===== config.mk =====
export PLATFORM = sky130hd
export DESIGN_NAME = datastore_entry_ctrl
export DESIGN_NICKNAME = d
export VERILOG_FILES = /design/src/rtl/datastore_entry_ctrl.sv
export SDC_FILE = /design/constraint.sdc
export NUM_CORES = 1
export LEC_CHECK = 0
export ABC_AREA = 1
export BUFFER_PORTS_ARGS = -buffer_cell sky130_fd_sc_hd__buf_2
export CAP_MARGIN = 20
export CORE_ASPECT_RATIO = 0.75
export CORE_MARGIN = 2
export CORE_UTILIZATION = 40
export CTS_CLUSTER_DIAMETER = 80
export DETAILED_ROUTE_END_ITERATION = 10
export SYNTH_ARGS = -nofsm -noshare
export SYNTH_HDL_FRONTEND = slang
export SYNTH_SLANG_ARGS = --single-unit

===== constraint.sdc =====
create_clock -name clk -period 1.58 [get_ports clk]
set_input_delay 0.316 -clock clk [delete_from_list [all_inputs] [get_ports clk]]
set_output_delay 0.316 -clock clk [all_outputs]
set_load 0.03 [all_outputs]

===== src/rtl/datastore_entry_ctrl.sv =====
// Keyboard-entry sequencer: turns decoded key events into the nibble datastore write stream.
// Optional backspace editing is compiled in with `define DATASTORE_BACKSPACE_EN.
module datastore_entry_ctrl (
  input  logic       clk,
  input  logic       reset,
  input  logic       key_valid,
  input  logic [3:0] key_hex,
  input  logic       key_is_hex,
  input  logic       key_enter,
  input  logic       key_backspace,
  input  logic       key_clear,
  input  logic       done_ack,
  output logic [3:0] ps2data_out,
  output logic [4:0] index,
  output logic       write_enable,
  output logic [5:0] count,
  output logic       entry_done,
  output logic       reject
);

  typedef enum logic [1:0] {
    ST_ENTRY = 2'd0,
    ST_FULL  = 2'd1,
    ST_DONE  = 2'd2,
    ST_CLEAR = 2'd3
  } state_e;

  state_e     state_q, state_d;
  logic [5:0] count_q, count_d;
  logic [4:0] index_q, index_d;
  logic [3:0] data_q, data_d;
  logic       we_q, we_d;
  logic       done_q, done_d;
  logic       reject_q, reject_d;
  logic       ev_clear, ev_enter, ev_bs, ev_hex;

  // Slot the next digit lands in; a full block parks the pointer on slot 0.
  function automatic logic [4:0] next_slot(input logic [5:0] c);
    logic [5:0] diff;
    diff = 6'd31 - c;
    if (c == 6'd32) begin
      return 5'd0;
    end else begin
      return diff[4:0];
    end
  endfunction

  assign ev_clear = key_valid & key_clear;
  assign ev_enter = key_valid & ~key_clear & key_enter;
`ifdef DATASTORE_BACKSPACE_EN
  assign ev_bs    = key_valid & ~key_clear & ~key_enter & key_backspace;
  assign ev_hex   = key_valid & ~key_clear & ~key_enter & ~key_backspace & key_is_hex;
`else
  logic unused_backspace;
  assign unused_backspace = key_backspace;
  assign ev_bs    = 1'b0;
  assign ev_hex   = key_valid & ~key_clear & ~key_enter & key_is_hex;
`endif

  // State register.
  always_ff @(posedge clk) begin
    if (reset) begin
      state_q <= ST_ENTRY;
    end else begin
      state_q <= state_d;
    end
  end

  // Next-state logic.
  always_comb begin
    state_d = state_q;
    case (state_q)
      ST_ENTRY: begin
        if (ev_clear) begin
          state_d = ST_CLEAR;
        end else if (ev_enter && (count_q != 6'd0)) begin
          state_d = ST_DONE;
        end else if (ev_hex && (count_q == 6'd31)) begin
          state_d = ST_FULL;
        end else begin
          state_d = ST_ENTRY;
        end
      end
      ST_FULL: begin
        if (ev_clear) begin
          state_d = ST_CLEAR;
        end else if (ev_enter) begin
          state_d = ST_DONE;
        end else if (ev_bs) begin
          state_d = ST_ENTRY;
        end else begin
          state_d = ST_FULL;
        end
      end
      ST_DONE: begin
        if (ev_clear || done_ack) begin
          state_d = ST_CLEAR;
        end else begin
          state_d = ST_DONE;
        end
      end
      ST_CLEAR: begin
        if (index_q == 5'd31) begin
          state_d = ST_ENTRY;
        end else begin
          state_d = ST_CLEAR;
        end
      end
      default: state_d = ST_ENTRY;
    endcase
  end

  // Output/datapath next values; the wipe sweep writes slot 0 on the edge that enters CLEAR.
  always_comb begin
    count_d  = count_q;
    index_d  = next_slot(count_q);
    data_d   = data_q;
    we_d     = 1'b0;
    reject_d = 1'b0;
    done_d   = (state_d == ST_DONE);
    case (state_q)
      ST_ENTRY: begin
        if (ev_clear) begin
          we_d    = 1'b1;
          index_d = 5'd0;
          data_d  = 4'd0;
        end else if (ev_enter) begin
          reject_d = (count_q == 6'd0);
        end else if (ev_bs) begin
          if (count_q == 6'd0) begin
            reject_d = 1'b1;
          end else begin
            we_d    = 1'b1;
            index_d = 5'd0 - count_q[4:0];
            data_d  = 4'd0;
            count_d = count_q - 6'd1;
          end
        end else if (ev_hex) begin
          we_d    = 1'b1;
          index_d = next_slot(count_q);
          data_d  = key_hex;
          count_d = count_q + 6'd1;
        end else begin
          we_d = 1'b0;
        end
      end
      ST_FULL: begin
        if (ev_clear) begin
          we_d    = 1'b1;
          index_d = 5'd0;
          data_d  = 4'd0;
        end else if (ev_enter) begin
          we_d = 1'b0;
        end else if (ev_bs) begin
          we_d    = 1'b1;
          index_d = 5'd0;
          data_d  = 4'd0;
          count_d = 6'd31;
        end else begin
          reject_d = ev_hex;
        end
      end
      ST_DONE: begin
        reject_d = ~ev_clear & (ev_enter | ev_bs | ev_hex);
        if (ev_clear || done_ack) begin
          we_d    = 1'b1;
          index_d = 5'd0;
          data_d  = 4'd0;
        end else begin
          we_d = 1'b0;
        end
      end
      ST_CLEAR: begin
        reject_d = ev_clear | ev_enter | ev_bs | ev_hex;
        if (index_q == 5'd31) begin
          count_d = 6'd0;
          index_d = 5'd31;
        end else begin
          we_d    = 1'b1;
          index_d = index_q + 5'd1;
          data_d  = 4'd0;
        end
      end
      default: begin
        we_d = 1'b0;
      end
    endcase
  end

  // Registered outputs.
  always_ff @(posedge clk) begin
    if (reset) begin
      count_q  <= 6'd0;
      index_q  <= 5'd31;
      data_q   <= 4'd0;
      we_q     <= 1'b0;
      done_q   <= 1'b0;
      reject_q <= 1'b0;
    end else begin
      count_q  <= count_d;
      index_q  <= index_d;
      data_q   <= data_d;
      we_q     <= we_d;
      done_q   <= done_d;
      reject_q <= reject_d;
    end
  end

  assign ps2data_out  = data_q;
  assign index        = index_q;
  assign write_enable = we_q;
  assign count        = count_q;
  assign entry_done   = done_q;
  assign reject       = reject_q;

endmodule


==> qor.txt <==
Post-synthesis compound-gate area fraction -> 10.2%
Status -> finished clean
Residual DRC -> 0
Worst slew pin tran -> 0.283 ns
Diodes inserted -> 0
Final WL -> 2.76 mm
Unrepaired setup endpoints after global routing -> no
Hold path depth -> 2
Die height -> 51.0 um
Commonest non-fill, non-tap cell in the layout -> nand2_1
Syn. warnings -> 0
Max Used Layer -> met4
Placer congestion estimate -> 0.891
Cell mode on critical path -> nand2_1
Vias in the first global route -> 1,069
Cell area after synthesis -> 1180 um^2
Power per Cell Area -> 914 nW/um^2
First-pass iteration count of the detailed router -> 4
Crit-path slowest cell -> dfxtp_1
Setup CP Type -> flop to flop
# rows -> 17
First-pass GRT wire length -> 4.66 mm
DP Area -> 1380 um^2
FF-to-FF path depth -> 8
Req. time, crit path -> 1.73 ns
Cell variety after synth -> 22
DRT antenna net count -> 0
Crit path arrival time -> 1.56 ns
Total global-route track usage -> 18.3%
Initial antenna violation count -> 0
Layout Skew -> 0.00635 ns
Max Clock Freq -> 0.711 GHz
Met1 wire length -> 1.42 mm
Yosys reg bits -> 20
Crit path largest cell delay -> 0.35 ns
Via/cell ratio -> 4.82
CORE AREA -> 2870 um^2
Mux cell area share after synthesis -> 0%
Max clock buf depth -> 2
Post-Synthesis Cells -> 181
Cts hold-fix bufs -> 0
Count of final max-slew check failures -> 0
Mean post-synth cell area -> 6.52 um^2
VDD IR-drop max -> 0.000505 V
Xor/xnor share of the synthesized area -> 1.48%
Syn_nets -> 196
CP bufs+invs -> 1
Critical Path Stages -> 8
Endpoints failing setup -> 0
Slew margin rel. -> 81.1%
Initial Util -> 41.1%
Design area -> 1420 um^2
Proportion of layout cells with a drive suffix above 1 -> 26.3%
Clk slew on worst S/H paths -> 0.07 ns
Min Tclk post-route -> 1.41 ns
Clock root buffer -> clkbuf_8
P&R area growth vs syn -> 20.3%
Die W -> 66.7 um
Met3 Wirelength -> 116 um
Final HPWL DP -> 2.16 mm
# IOs -> 30
Count of input and output buffers -> 28
Max Cap Viol -> 0
Synth Area in Simple Gates -> 42.8%
CTS tree -> yes
Worst-Skew Late Latency -> 0.26 ns
H-tree depth -> 1
Fillers -> 310
Initial DRC Count -> 47
WL/cell -> 11.0 um
Main combinational cell family by area after synthesis -> simple AND/OR/NAND/NOR gates
Clk sink count -> 20
Tcrit/Tclk final -> 89.1%
CP max FO -> 4
Largest net degree at the start of global routing -> 11
Crit-path leading delay family -> simple AND/OR/NAND/NOR gates
Setup_tns -> 0 ns
Total grt overflow -> 0
Layout Nets -> 230
Sequential area share after synthesis -> 33.9%
Met2 WL post-DR -> 1.19 mm
Die footprint -> 3400 um^2
Crit. End Element -> flop
Via count -> 1,211
CP Launch Type -> flop
Critical-path cell list -> ha_1 -> nand3_1 -> nor2_2 -> nand2_4 -> nand2_1 -> inv_1 -> nand2_1 -> nor2_1
Most frequent cells in the layout -> nand2_1 (47), buf_2 (28), nor2_1 (24)
Final hold violations -> 0
Multi-input gate area -> 683 um^2
Register area -> 400 um^2
Static leakage -> 0.000748 uW
Hold Path Class -> primary input to flop
Num CTS Buffers -> 3
Adder-Cell Fraction of Synth Area -> 3.18%
==> synthesized netlist by cell type <==
library cell	n	area share, %
nor2_2	4	2.1
a21oi_2	1	0.74
o21ai_1	2	0.85
o21ai_0	5	2.1
nand2_4	2	1.9
nor2_4	3	2.9
a21oi_1	12	5.1
or2_2	1	0.53
clkinv_4	1	0.74
inv_2	5	1.6
dfxtp_1	20	34
nand4_1	5	2.7
o211ai_1	1	0.64
nand2_2	5	2.7
xor2_1	2	1.5
nand2_1	47	15
o21ai_2	1	0.74
ha_1	3	3.2
inv_1	18	5.7
clkinv_1	1	0.32
nand3_1	17	7.2
nor2_1	25	8.0
==> cell type report <==
class | instances | share of cell area [%]
well taps | 38 | 3.35
flip-flops and latches | 20 | 28.2
clock buffers | 3 | 2.91
multi-input cells | 136 | 48.1
inverters | 25 | 6.97
repair buffers | 29 | 10.4
==> layer usage <==
layer | vias to the layer above | GRT usage (%)
met2 | 20 | 27.8
met5 | - | 0
met3 | 4 | 5.29
met4 | 0 | 5.78
met1 | 546 | 25.0
li1 | 641 | -
==> through the flow <==
stage | hold slack [ns] | utilization [%] | instances | total power (uW) | setup slack (ns)
final | 0.327 | 49.4 | 251 | 1300 | 0.173
after global routing | 0.324 | 49.4 | 251 | 1390 | 0.0143
after CTS | 0.320 | 49.3 | 251 | 1300 | 0.0806
after detailed placement | 0.485 | 47.9 | 248 | 975 | 0.0891
after global placement | 0.468 | 47.9 | 248 | 967 | 0.177
after floorplan | 0.378 | - | 181 | 871 | 0.0338
==> final timing paths <==
check	startpoint	to	slack, ns
hold / removal	reset	count[3]	0.33
hold reg to reg	ps2data_out[0]	ps2data_out[0]	0.49
setup / recovery	index[1]	count[2]	0.17
setup reg to reg	index[1]	count[2]	0.17
==> sequential cells by signal, summed over array words and instances (netlist names) <==
name and flops:
count 6, index 5, ps2data_out 4, state_q 2
entry_done 1, reject 1, write_enable 1
==> where the power goes <==
| group | leakage (uW) | switching [uW] | internal, uW | total, uW |
|---|---|---|---|---|
| sequential | 0.000164 | 34.0 | 547 | 581 |
| clock | 0.0000216 | 163 | 170 | 333 |
| combinational | 0.000563 | 259 | 124 | 383 |
==> worst reg2reg max path, delay by kind of cell (launching register included) <==
| kind | cells | cell delay, ns |
|---|---|---|
| buf+inv | 1 | 0.09 |
| flops | 1 | 0.35 |
| simple gates | 6 | 0.64 |
| fa+ha+maj | 1 | 0.21 |
==> kinds of logic (layout without fill, tap and decap cells) <==
| kind of cell | Yosys count | in the layout |
|---|---|---|
| buffers and inverters | 25 | 57 |
| DFF | 20 | 20 |
| xor gates and xnor gates | 2 | 2 |
| AOI/OAI and AO/OA | 22 | 22 |
| and+or+nand+nor | 109 | 109 |
| adders and majority gates | 3 | 3 |
==> timing repair <==
action                                  in CTS  in global routing
endpoints found under the setup margin       0                  7
gates resized for setup                      0                  1
buffers inserted                             0                  0
No activity file was read; power rests on OpenSTA's default activity.
